[src/rtl/reg_bank_pkg.sv]
// rtl/reg_bank_pkg.sv - shared opcodes, FSM states and field widths for the register bank
package reg_bank_pkg;

  localparam int OPW = 4;

  localparam logic [OPW-1:0] OP_NOP = 4'h0;
  localparam logic [OPW-1:0] OP_LD  = 4'h1;
  localparam logic [OPW-1:0] OP_ADD = 4'h2;
  localparam logic [OPW-1:0] OP_SUB = 4'h3;
  localparam logic [OPW-1:0] OP_CLR = 4'h4;

  typedef enum logic [1:0] {
    ST_RESET = 2'd0,
    ST_READY = 2'd1,
    ST_SCRUB = 2'd2,
    ST_ERROR = 2'd3
  } state_t;

endpackage

[src/rtl/reg_bank_alu.sv]
// rtl/reg_bank_alu.sv - combinational LD/ADD/SUB datapath on the selected register
import reg_bank_pkg::*;

module reg_bank_alu #(
  parameter int WIDTH = 8
) (
  input  logic [OPW-1:0]   op,
  input  logic [WIDTH-1:0] a,
  input  logic [WIDTH-1:0] imm,
  output logic [WIDTH-1:0] result,
  output logic             carry_out
);

  // SUB yields the borrow in the extra bit: it is set exactly when imm > a
  always_comb begin
    result    = imm;
    carry_out = 1'b0;
    case (op)
      OP_ADD:  {carry_out, result} = {1'b0, a} + {1'b0, imm};
      OP_SUB:  {carry_out, result} = {1'b0, a} - {1'b0, imm};
      default: ;
    endcase
  end

endmodule

[src/rtl/reg_bank_pn.sv]
// rtl/reg_bank_pn.sv - parametrised register bank with ALU ops, carry, scrub and sticky error
import reg_bank_pkg::*;

module reg_bank_pn #(
  parameter  int NREGS = 4,
  parameter  int WIDTH = 8,
  localparam int IDXW  = $clog2(NREGS),
  localparam int IW    = OPW + IDXW + WIDTH
) (
  input  logic                   clock,
  input  logic                   reset,
  input  logic [IW-1:0]          inst,
  input  logic                   inst_en,
  output logic                   inst_ready,
  output logic                   carry,
  output logic                   error,
  output logic [NREGS*WIDTH-1:0] out
);

  localparam logic [IDXW-1:0] LAST_IDX = IDXW'(NREGS - 1);

  state_t                             state, state_nxt;
  logic [NREGS-1:0][WIDTH-1:0]        regs;
  logic [IDXW-1:0]                    scrub_ctr;
  logic [OPW-1:0]                     op;
  logic [IDXW-1:0]                    idx;
  logic [WIDTH-1:0]                   imm;
  logic [WIDTH-1:0]                   alu_result;
  logic                               alu_carry;

  assign op  = inst[IW-1 -: OPW];
  assign idx = inst[WIDTH +: IDXW];
  assign imm = inst[WIDTH-1:0];

  reg_bank_alu #(.WIDTH(WIDTH)) u_alu (
    .op        (op),
    .a         (regs[idx]),
    .imm       (imm),
    .result    (alu_result),
    .carry_out (alu_carry)
  );

  always_ff @(posedge clock or negedge reset) begin
    if (!reset) state <= ST_RESET;
    else        state <= state_nxt;
  end

  // inst_en while not ready (Reset or Scrub) is a protocol violation
  always_comb begin
    state_nxt = state;
    case (state)
      ST_RESET: state_nxt = inst_en ? ST_ERROR : ST_READY;
      ST_READY: begin
        if (inst_en) begin
          case (op)
            OP_NOP, OP_LD, OP_ADD, OP_SUB: state_nxt = ST_READY;
            OP_CLR:                        state_nxt = ST_SCRUB;
            default:                       state_nxt = ST_ERROR;
          endcase
        end
      end
      ST_SCRUB: begin
        if (inst_en)                     state_nxt = ST_ERROR;
        else if (scrub_ctr == LAST_IDX)  state_nxt = ST_READY;
      end
      ST_ERROR: state_nxt = ST_ERROR;
      default:  state_nxt = ST_ERROR;
    endcase
  end

  // Entering or sitting in Error zeroes the bank on the same edge
  always_ff @(posedge clock or negedge reset) begin
    if (!reset) begin
      regs      <= '0;
      carry     <= 1'b0;
      scrub_ctr <= '0;
    end else if (state_nxt == ST_ERROR) begin
      regs      <= '0;
      carry     <= 1'b0;
      scrub_ctr <= '0;
    end else if (state == ST_READY && inst_en) begin
      case (op)
        OP_LD:  regs[idx] <= alu_result;
        OP_ADD, OP_SUB: begin
          regs[idx] <= alu_result;
          carry     <= alu_carry;
        end
        OP_CLR: scrub_ctr <= '0;
        default: ;
      endcase
    end else if (state == ST_SCRUB) begin
      regs[scrub_ctr] <= '0;
      scrub_ctr       <= scrub_ctr + 1'b1;
      if (scrub_ctr == LAST_IDX) carry <= 1'b0;
    end
  end

  assign inst_ready = (state == ST_READY);
  assign error      = (state == ST_ERROR);
  assign out        = regs;

endmodule
[config.mk]
export PLATFORM = sky130hd
export DESIGN_NAME = reg_bank_pn
export DESIGN_NICKNAME = d
export VERILOG_FILES = /design/src/rtl/reg_bank_pkg.sv /design/src/rtl/reg_bank_alu.sv /design/src/rtl/reg_bank_pn.sv
export SDC_FILE = /design/constraint.sdc
export NUM_CORES = 1
export LEC_CHECK = 0
export BUFFER_PORTS_ARGS = -buffer_cell sky130_fd_sc_hd__buf_2
export CAP_MARGIN = 10
export CORE_MARGIN = 2
export CORE_UTILIZATION = 40
export CTS_BUF_LIST = sky130_fd_sc_hd__clkbuf_4
export CTS_CLUSTER_SIZE = 8
export DETAILED_ROUTE_END_ITERATION = 6
export PLACE_DENSITY_LB_ADDON = 0.2
export REMOVE_ABC_BUFFERS = 1
export SLEW_MARGIN = 20
export SYNTH_ARGS = -nofsm -noshare
export SYNTH_HDL_FRONTEND = slang
export SYNTH_SLANG_ARGS = --single-unit
[constraint.sdc]
create_clock -name clock -period 2.9 [get_ports clock]
set_input_delay 0.58 -clock clock [delete_from_list [all_inputs] [get_ports clock]]
set_output_delay 0.58 -clock clock [all_outputs]
set_load 0.05 [all_outputs]
==> metrics.md, run 1 <==
| Metric | Value |
|---|---|
| Most used DFF post-synth | dfrtp_1 |
| TritonCTS clock tree | yes |
| Sw frac | 28.4% |
| Wire length per cell | 18.1 um |
| Area contributors post-synth | dfrtp_1, ha_1, mux4_2 |
| Highest-count cells in the layout ignoring fill and taps | buf_2, dfrtp_1, nand2_1, buf_4, ha_1 |
| Crit path max fanout | 5 |
| CP Launch Point | inst[8] |
| Routed wire length | 8110 um |
| Final Non-Filler Cells | 447 |
| Initial Util | 41.0% |
| Final nets | 407 |
| Number of global-route vias before repair | 2366 |
| Avg Inst Size Synth | 9.46 um^2 |
| Leak | 1.66 nW |
| Core region area | 0.00676 mm^2 |
| Min Hold Slack | 0.335 ns |
| Clock Skew | 0.00804 ns |
| CTS sink count | 37 |
| Startpoint Class | primary input |
| CP Data Arrival Time | 3.07 ns |
| Synth area leader | dfrtp_1 |
| Clock root buffer | clkbuf_4 |
| Number of distinct library cells after synthesis | 49 |
| Min Clock Period, post-route | 2.80 ns |
| I/O pins | 52 |
| Overflow after GRT | 0 |
| Number of port buffers | 51 |
| Via count | 2658 |
| TritonRoute pass-1 iters | 4 |
| Worst skew pair latency | 0.35 ns |
| Internal | 0.674 mW |
| Vias per cell | 5.95 |
| Gate Count Post-Synth | 293 |
| First-pass GRT wire length | 12500 um |
| Post-synth top area share | 33.4% |
| Tot Pwr | 0.941 mW |
| Psw | 0.267 mW |
| FP Rows | 30 |
| Sequential-to-total area share from yosys stat | 33.4% |
| DRT iter0 DRCs | 161 |
| Clock share of power | 29.7% |
| # hold bufs at CTS | 0 |
| Yosys warnings | 0 |
| Final number of setup-violating endpoints | 0 |
| Slew Limit Fails | 0 |
| CTS Buf Count | 5 |
| Mapped cell area | 0.00277 mm^2 |
| Clock slew at reported path FFs | 0.11 ns |
| Critical Path Sink Type | flip-flop |
| Async SR Flop Fraction | 100% |
| Fmax | 357 MHz |
| Antenna violations before repair | 0 |
| Required @ worst endpoint | 3.17 ns |
| N_diodes | 0 |
| Reg2reg start | out[16]$_DFFE_PN0P_ |
| Placed instance count | 435 |
| Number of remaining DRC errors | 0 |
| Post-synth EDFFs | 0 |
| RR Endpoint | out[30]$_DFFE_PN0P_ |
| H-tree Lvls | 2 |
| R2r setup slk | 0.11 ns |
| P&R area growth vs syn | 20.9% |
| Least-Margin Pin Slew | 0.856 ns |
| Rel. slew slack | 42.9% |
| Post-route ant nets | 0 |
| Worst r2r path cells | 11 |
| Chip height | 87.2 um |
| Reg power frac | 54.8% |
| Layout fillers | 684 |
| Setup total negative slack | 0 ns |
| Comb pwr share | 15.5% |
| Die ar. | 0.00761 mm^2 |
| Status | finished, final reports clean |
| Maximum clock path buffer count | 2 |
| MaxCap Viol Count | 0 |
| Fraction of layout cells with a size suffix above 1 | 29.2% |
| Commonest non-fill, non-tap cell in the layout | buf_2 |
| Die width | 87.2 um |
| Worst Hold Class | in -> async |
| DP Wirelength | 6140 um |
| Post-synthesis register bit count | 37 |
| Largest net degree at the start of global routing | 38 |
| Final hold vios | 0 |
| RSZ-0062 raised after global routing | false |
| Post-route clock period utilization | 96.5% |
| Power Density | 281 mW/mm^2 |
| Total GRT Usage | 21.4% |
| VDD IR max | 0.342 mV |
| Setup Crit Path Kind | in -> reg |
| Routability cong. | 0.850 |
## layer usage
layer  vias up  routed length [um]  GRT usage, %
met5         -                   0             0
met4         0                  68          4.20
met3         6                 480          3.03
met2        89                3810          32.6
met1      1321                3750          32.6
li1       1242                   -             -
## worst max-delay path, stage by stage
cell and delay, ns:
buf_2 0.15, mux4_2 0.54, inv_1 0.09, ha_1 0.13, inv_1 0.05, fa_1 0.38
a21o_1 0.18, a21oi_2 0.17, o21ai_2 0.10, a2111o_1 0.42, o311a_4 0.15, o21ai_1 0.12
## power by group through the flow
stage | clock, mW | sequential [mW] | combinational, mW
after global placement | 0 | 0.526 | 0.140
after global routing | 0.308 | 0.516 | 0.161
final | 0.279 | 0.516 | 0.146
after floorplan | 0 | 0.526 | 0.0610
after CTS | 0.289 | 0.516 | 0.142
after detailed placement | 0 | 0.526 | 0.141
## kinds of logic after synthesis
logic type,after synthesis,synth area share [%]
simple gates,92,15.9
compound gates,89,24.2
flops,37,33.4
buf+inv,34,5.37
fa+ha+maj,24,11.4
mux,15,9.03
xor+xnor,2,0.632
## Yosys cell counts, drive strengths merged, types with 3 or more instances
| cell | count |
|---|---|
| buf | 7 |
| o21a | 4 |
| a32o | 5 |
| dfrtp | 37 |
| nand2b | 5 |
| nor2 | 21 |
| mux2i | 7 |
| o221ai | 4 |
| or3 | 3 |
| inv | 21 |
| nand2 | 31 |
| nor3 | 7 |
| a22o | 8 |
| mux4 | 8 |
| a32oi | 8 |
| o31ai | 10 |
| nand3 | 4 |
| nor2b | 5 |
| o21ai | 21 |
| clkbuf | 6 |
| and2 | 4 |
| ha | 22 |
| and3 | 4 |
| a21oi | 10 |
## how the worst max path moves through the flow
stage	to	slack, ns	cells after the start
6_report	out[30]$_DFFE_PN0P_	0.10	12
5_1_grt	out[30]$_DFFE_PN0P_	0.001	11
4_1_cts	out[30]$_DFFE_PN0P_	0.04	11
3_5_place_dp	out[30]$_DFFE_PN0P_	-0.37	12
3_3_place_gp	out[30]$_DFFE_PN0P_	-0.31	12
2_1_floorplan	out[30]$_DFFE_PN0P_	0.002	11
## through the flow
stage / cell area (um^2) / setup slack, ns / util [%]
3_3_place_gp: 3240 / -0.313 / 47.9
2_1_floorplan: 2700 / 0.00160 / -
5_1_grt: 3350 / 0.00113 / 49.6
4_1_cts: 3300 / 0.0426 / 48.8
3_5_place_dp: 3240 / -0.375 / 47.9
6_report: 3350 / 0.103 / 49.6
## layout make-up
cell class / instances / area, um^2 / share of cell area (%)
multi-input combinational: 222 / 1730 / 51.5
tap: 80 / 100 / 2.99
clock buffer: 6 / 45.0 / 1.34
clock inverter: 2 / 10.0 / 0.299
sequential: 37 / 926 / 27.6
timing repair buffer: 79 / 465 / 13.9
inverter: 21 / 78.8 / 2.35
## state kept, by name, indices dropped and copies added, names as in the netlist
signal and cells:
carry 1, out 32, scrub_ctr 2, state 2
## what timing repair did
item,in CTS,in global routing
buffers inserted,0,4
gates cloned,0,0
pin swaps,0,3
endpoints found under the setup margin,4,9
resized for setup,1,4
Note: power is estimated with default switching activity, not from simulation.
==> run 2: changes to the inputs <==
Settings changed: SYNTH_HIERARCHICAL set to 1.
==> run 2 against run 1 <==
Effect of this change: setup slack lost 0.035 ns; clock-buffer cell count is the same; core utilization grew 1.9 points; sequential share of layout area shrank 4.6 points; highest routed layer unchanged; largest power group unchanged; global-route usage grew 2.7 points; register-to-register slack lost 0.04 ns; non-clock buffer count grew 15; via count grew 23%; fmax shrank 1.2%; largest cell class unchanged; synthesized area grew 17%; sequential cell count is the same; wire length grew 28%.
==> metrics.md, run 2 <==
| Metric | Value |
|---|---|
| Wire length per cell | 19.1 um (+5.0%) |
| DRT iter0 DRCs | 207 (+29%) |
| Final number of setup-violating endpoints | 0 (unchanged) |
| Required @ worst endpoint | 3.11 ns (-0.06 ns) |
| Status | finished, final reports clean |
| Final hold vios | 0 (unchanged) |
| Busiest metal layer after global routing | met2 |
| Post-synth EDFFs | 0 (unchanged) |
| Fmax | 353 MHz (-1.2%) |
| MaxCap Viol Count | 0 (unchanged) |
| Power Density | 271 mW/mm^2 (-3.6%) |
| Avg Inst Size Synth | 8.86 um^2 (-6.4%) |
| Commonest cells post-synth | nand4_1, inv_1, dfrtp_1 |
| CTS Buf Count | 5 (unchanged) |
| Worst setup margin | 0.0681 ns (-0.0345 ns) |
| Final nets | 479 (+18%) |
| Area after DPL | 0.00381 mm^2 (+18%) |
| # hold bufs at CTS | 0 (unchanged) |
| Overflow after GRT | 0 (unchanged) |
| Leak | 1.76 nW (+5.6%) |
| Critical Path Sink Type | flip-flop |
| Via count | 3267 (+23%) |
| Total GRT Usage | 24.1% (+2.7 points) |
| Routed wire length | 10300 um (+28%) |
| Min Clock Period, post-route | 2.83 ns (+0.0345 ns) |
| Post-route clock period utilization | 97.7% (+1.2 points) |
| CTS sink count | 37 (unchanged) |
| Synth area leader | dfrtp_1 |
| Worst path bufs/invs | 2 (-1) |
| Crit-path most repeated cell | inv_2 |
| Gate Count Post-Synth | 367 (+25%) |
| Number of remaining DRC errors | 0 (unchanged) |
| Clock root buffer | clkbuf_4 |
| Largest net degree at the start of global routing | 38 (unchanged) |
| Most used DFF post-synth | dfrtp_1 |
| GRT met3 Usage | 4.49% (+1.5 points) |
| Crit path cell chain | mux4_2, inv_2, ha_4, inv_2, fa_2, a21oi_2, o21bai_1, a31oi_1, o311a_1, nand3_2, nand4_1, o221ai_1 |
| Max reg flops | 32 (unchanged) |
| Number of global-route vias before repair | 3153 (+33%) |
| Core region area | 0.00781 mm^2 (+16%) |
| Final Util | 51.5% (+1.9 points) |
| First-pass GRT wire length | 16600 um (+33%) |
| Mapped cell area | 0.00325 mm^2 (+17%) |
| Worst skew pair latency | 0.35 ns (about the same) |
| Crit path max fanout | 4 (-1) |
| Post-route ant nets | 0 (unchanged) |
| Least-Margin Pin Slew | 0.892 ns (+0.0364 ns) |
| Slew Limit Fails | 0 (unchanged) |
| P&R area growth vs syn | 23.7% |
| CP Data Arrival Time | 3.05 ns (-0.02 ns) |
| DP Wirelength | 7380 um (+20%) |
| Antenna violations before repair | 0 (unchanged) |
| Most numerous cell in the Yosys netlist | nand4_1 |
| CP max stage delay | 0.52 ns (-0.02 ns) |
| Number of distinct library cells after synthesis | 69 (+41%) |
| Post-Place Worst Slack | -0.501 ns (-0.126 ns) |
| Post-Layout Inst Area | 0.00402 mm^2 (+20%) |
| Met1 Track Usage GR | 34.0% (+1.4 points) |
| TritonCTS clock tree | yes |
| Startpoint Class | flip-flop |
| RSZ-0062 raised after global routing | true |
| H-tree Lvls | 2 (unchanged) |
| Async SR Flop Fraction | 100% (unchanged) |
| Met2 usage | 38.1% (+5.5 points) |
| Setup Crit Path Kind | reg -> reg |
| Initial Util | 41.6% (+0.62 points) |
| Die ar. | 0.00886 mm^2 (+16%) |
| Post-synthesis register bit count | 37 (unchanged) |
| FP Rows | 32 (+6.7%) |
| R2r setup slk | 0.07 ns (-0.04 ns) |
| Sequential-to-total area share from yosys stat | 28.5% (-4.9 points) |
| Routability cong. | 0.822 (-3.4%) |
| Commonest non-fill, non-tap cell in the layout | nand4_1 |
| Clock slew at reported path FFs | 0.13 ns (+0.02 ns) |
| Fraction of layout cells with a size suffix above 1 | 32.4% (+3.3 points) |
| Top delay family on crit path | compound AO/OA/AOI/OAI gates |
| Highest-count cells in the layout ignoring fill and taps | nand4_1, buf_2, inv_1, buf_4, dfrtp_1 |
| Post-synth top area share | 28.5% (-4.9 points) |
| Worst Hold Class | in -> async |
| Vias per cell | 6.02 (+1.2%) |
| N_diodes | 0 (unchanged) |
| Number of port buffers | 51 (unchanged) |
| I/O pins | 52 (unchanged) |
| TritonRoute pass-1 iters | 4 (unchanged) |
| Slowest CP cell | mux4_2 |
| VDD IR max | 0.170 mV (-50%) |
| Final Non-Filler Cells | 543 (+21%) |
| Maximum clock path buffer count | 2 (unchanged) |
| Placed instance count | 532 (+22%) |
| Area contributors post-synth | dfrtp_1, nand4_1, ha_1 |
| Clock Skew | 0.0192 ns (+0.0112 ns) |
| Setup total negative slack | 0 ns (unchanged) |
| Yosys warnings | 6 (+6) |
| Die width | 94.1 um (+7.9%) |
| Chip height | 94.1 um (+7.9%) |
| Rel. slew slack | 40.5% (-2.4 points) |
==> run 2: cell types whose count changed in the layout (fill, tap and decap cells not counted), moves of 5 or more <==
cell and delta:
nand4_1 +58, inv_1 +28, o211ai_1 +25, buf_4 +15
nand2_1 -10, o21ai_0 -10, nor2_1 -9, o31ai_1 -9
a22o_1 -8, a32oi_1 -8, ha_1 -8, o221ai_1 +8
mux2i_1 -5
==> run 2: cell families (layout without fill, tap and decap cells) <==
group,after synthesis,in the layout,synth area share [%]
xor+xnor,2,2,0.539
simple gates,131,131,24.4
mux,9,9,5.85
flops,37,37,28.5
fa+ha+maj,22,22,8.93
buf+inv,81,155,10.6
compound gates,85,85,21.2
==> run 2: final timing paths <==
kind / from / to / cells after the start
min: reset / out[17]$_DFFE_PN0P_ / 1
min reg2reg: scrub_ctr[0]$_DFFE_PN0P_ / scrub_ctr[0]$_DFFE_PN0P_ / 1
min in group clock: scrub_ctr[0]$_DFFE_PN0P_ / scrub_ctr[0]$_DFFE_PN0P_ / 1
max: out[24]$_DFFE_PN0P_ / out[30]$_DFFE_PN0P_ / 12
max in group asynchronous: reset / state[1]$_DFF_PN0_ / 1
max reg2reg: out[24]$_DFFE_PN0P_ / out[30]$_DFFE_PN0P_ / 12
==> run 2: area by class of cell <==
class | count | area [um^2]
Clock buffer | 6 | 45.0
Clock inverter | 2 | 33.8
Fill cell | 752 | 3790
Inverter | 53 | 199
Multi-Input combinational cell | 249 | 2100
Sequential cell | 37 | 926
Tap cell | 102 | 128
Timing Repair Buffer | 94 | 584
==> run 2: through the flow <==
| stage | hold WS [ns] | total power [mW] |
|---|---|---|
| after floorplan | 0.284 | 0.608 |
| after global placement | 0.531 | 0.707 |
| after detailed placement | 0.539 | 0.709 |
| after CTS | 0.369 | 1.08 |
| after global routing | 0.414 | 1.13 |
| final | 0.338 | 1.09 |
==> run 2: timing repair <==
item / 4_1_cts / 5_1_grt
endpoints found under the setup margin: 17 / 21
resized for setup: 3 / 20
setup buffers: 1 / 2
pin swaps: 0 / 11
==> run 2: where the power goes <==
| group | total [mW] | switching [mW] | internal (mW) | leakage (nW) |
|---|---|---|---|---|
| Combinational | 0.199 | 0.131 | 0.0680 | 1.21 |
| Sequential | 0.516 | 0.0000000000133 | 0.516 | 0.507 |
| Clock | 0.374 | 0.185 | 0.189 | 0.0433 |
| Total | 1.09 | 0.316 | 0.773 | 1.76 |
==> run 2: metal layers <==
metal / wire length [um] / up-vias
met5: 0 / -
met4: 178 / 0
met3: 605 / 18
met2: 4840 / 100
met1: 4720 / 1622
li1: - / 1527
==> run 3: changes to the inputs <==
Settings changed: CORE_MARGIN 2 to not set.
==> run 3 against run 2 <==
Effect of this change: clock power fell by 26%; largest power group unchanged; global-route usage shrank 0.26 points; non-clock buffer count shrank 2; setup slack better by 0.036 ns; sequential power is essentially flat; critical path depth decreased by 3; largest cell class unchanged; fmax grew 1.3%; final cell count decreased by 0.55%.
==> metrics.md, run 3 (synthesis results as in run 2) <==
| Metric | Value |
|---|---|
| CP max stage delay | 0.53 ns (about the same) |
| Total GRT Usage | 23.9% (-0.26 points) |
| Die width | 92.1 um (-2.1%) |
| Least-Margin Pin Slew | 0.893 ns (+0.000154 ns) |
| Clock root buffer | clkbuf_4 |
| CTS Buf Count | 5 (unchanged) |
| CP Launch Point | out[20]$_DFFE_PN0P_ |
| Worst Hold Class | in -> async |
| Leak | 1.73 nW (-1.4%) |
| Maximum clock path buffer count | 2 (unchanged) |
| I/O pins | 52 (unchanged) |
| Final number of setup-violating endpoints | 0 (unchanged) |
| Slowest CP cell | mux4_2 |
| Routability cong. | 0.843 (+2.6%) |
| Rel. slew slack | 40.5% (about the same) |
| Setup Crit Path Kind | reg -> reg |
| Reg power frac | 52.5% (+5.1 points) |
| Status | finished, final reports clean |
| Crit path cell chain | mux4_2, ha_1, o211ai_1, a21oi_1, o41ai_2, and4_1, or3_4, nand4_1, o221ai_1 |
| Routed wire length | 9990 um (-3.5%) |
| Via count | 3211 (-1.7%) |
| Post-route clock period utilization | 96.4% (-1.2 points) |
| DRT iter0 DRCs | 265 (+28%) |
| Wire length per cell | 18.5 um (-3.0%) |
| Area after DPL | 0.00379 mm^2 (-0.59%) |
| Initial Util | 41.6% (unchanged) |
| Critical Path Sink Type | flip-flop |
| Vias per cell | 5.95 (-1.2%) |
| Fraction of layout cells with a size suffix above 1 | 31.3% (-1.1 points) |
| Clock share of power | 28.1% (-6.3 points) |
| Chip height | 92.1 um (-2.1%) |
| Number of global-route vias before repair | 2986 (-5.3%) |
| Comb pwr share | 19.5% (+1.2 points) |
| Clock slew at reported path FFs | 0.12 ns (about the same) |
| Sw frac | 31.1% (+2.1 points) |
| Antenna violations before repair | 0 (unchanged) |
| P&R area growth vs syn | 21.3% |
| Number of port buffers | 51 (unchanged) |
| Crit path max fanout | 4 (unchanged) |
| CP Data Arrival Time | 3.03 ns (-0.02 ns) |
| Die ar. | 0.00849 mm^2 (-4.2%) |
| Post-Place Worst Slack | -0.486 ns (+0.0146 ns) |
| Tot Pwr | 0.983 mW (-9.7%) |
| Worst setup margin | 0.104 ns (+0.0358 ns) |
| Min Hold Slack | 0.333 ns (-0.00513 ns) |
| DP Wirelength | 7270 um (-1.4%) |
| Reg2reg start | out[20]$_DFFE_PN0P_ |
| Setup total negative slack | 0 ns (unchanged) |
| Top delay family on crit path | simple AND/OR/NAND/NOR gates |
| Layout fillers | 751 (-0.13%) |
| MaxCap Viol Count | 0 (unchanged) |
| First-pass GRT wire length | 15900 um (-4.5%) |
| Clock Skew | 0.0114 ns (-0.00786 ns) |
| Max reg flops | 32 (unchanged) |
| Worst path bufs/invs | 0 (-2) |
| Final hold vios | 0 (unchanged) |
| Multi-input logic area | 0.00207 mm^2 (-1.5%) |
| R2r setup slk | 0.10 ns (+0.04 ns) |
| Area occupied by registers | 926 um^2 (unchanged) |
| Highest-count cells in the layout ignoring fill and taps | nand4_1, inv_1, buf_2, buf_4, dfrtp_1 |
| Min Clock Period, post-route | 2.80 ns (-0.0358 ns) |
| Commonest non-fill, non-tap cell in the layout | nand4_1 |
| Post-route ant nets | 0 (unchanged) |
| Largest net degree at the start of global routing | 38 (unchanged) |
| Post-Layout Inst Area | 0.00394 mm^2 (-1.9%) |
| Worst skew pair latency | 0.35 ns (about the same) |
| VDD IR max | 0.128 mV (-25%) |
| Psw | 0.306 mW (-3.1%) |
| H-tree Lvls | 2 (unchanged) |
| CTS sink count | 37 (unchanged) |
| N_diodes | 0 (unchanged) |
| TritonCTS clock tree | yes |
| Overflow after GRT | 0 (unchanged) |
| Number of remaining DRC errors | 0 (unchanged) |
| Slew Limit Fails | 0 (unchanged) |
| Startpoint Class | flip-flop |
| Core region area | 0.00781 mm^2 (unchanged) |
| Fmax | 358 MHz (+1.3%) |
| Worst r2r path cells | 9 (-3) |
| Power Density | 249 mW/mm^2 (-7.9%) |
| Internal | 0.677 mW (-12%) |
| Required @ worst endpoint | 3.14 ns (+0.03 ns) |
| TritonRoute pass-1 iters | 4 (unchanged) |
| RR Endpoint | out[31]$_DFFE_PN0P_ |
| FP Rows | 32 (unchanged) |
| Final nets | 477 (-0.42%) |
## run 3: layout make-up
cell class,instances,area share [%]
repair buffers,92,14.4
clock buffers,6,1.14
clock inverters,1,0.0952
inverters,53,5.04
well taps,102,3.24
flip-flops and latches,37,23.5
multi-input cells,249,52.6
## run 3: power by group through the flow
stage / combinational (mW) / clock [mW] / sequential, mW
after detailed placement: 0.182 / 0 / 0.526
after global placement: 0.182 / 0 / 0.526
final: 0.191 / 0.276 / 0.516
after global routing: 0.207 / 0.300 / 0.516
after CTS: 0.184 / 0.281 / 0.516
after floorplan: 0.0819 / 0 / 0.526
## run 3: repair_timing
action | in CTS | in global routing
setup buffers | 1 | 3
pin swaps | 0 | 8
hold buffers | 0 | 0
setup endpoints to repair | 15 | 18
gates resized for setup | 2 | 16
## run 3: worst max path at each step
stage	cells after the start	slack (ns)	end
after floorplan	3	-0.19	carry$_DFFE_PN0P_
after global placement	10	-0.50	out[31]$_DFFE_PN0P_
after detailed placement	10	-0.49	out[31]$_DFFE_PN0P_
after CTS	10	0.007	out[31]$_DFFE_PN0P_
after global routing	12	-0.005	out[4]$_DFFE_PN0P_
final	9	0.10	out[31]$_DFFE_PN0P_
## run 3: metal layers
metal / track usage [%] / share of wire [%] / vias up
met4: 7.16 / 2.0 / 0
met1: 34.1 / 46 / 1583
met3: 2.74 / 4.5 / 15
met5: 0 / 0 / -
met2: 37.8 / 48 / 94
li1: - / - / 1519
## run 3: metrics by stage
step / instances / util, %
floorplan: 339 / -
global placement: 529 / 48.5
detailed placement: 529 / 48.5
CTS: 537 / 49.3
global route: 540 / 50.5
finish: 540 / 50.5
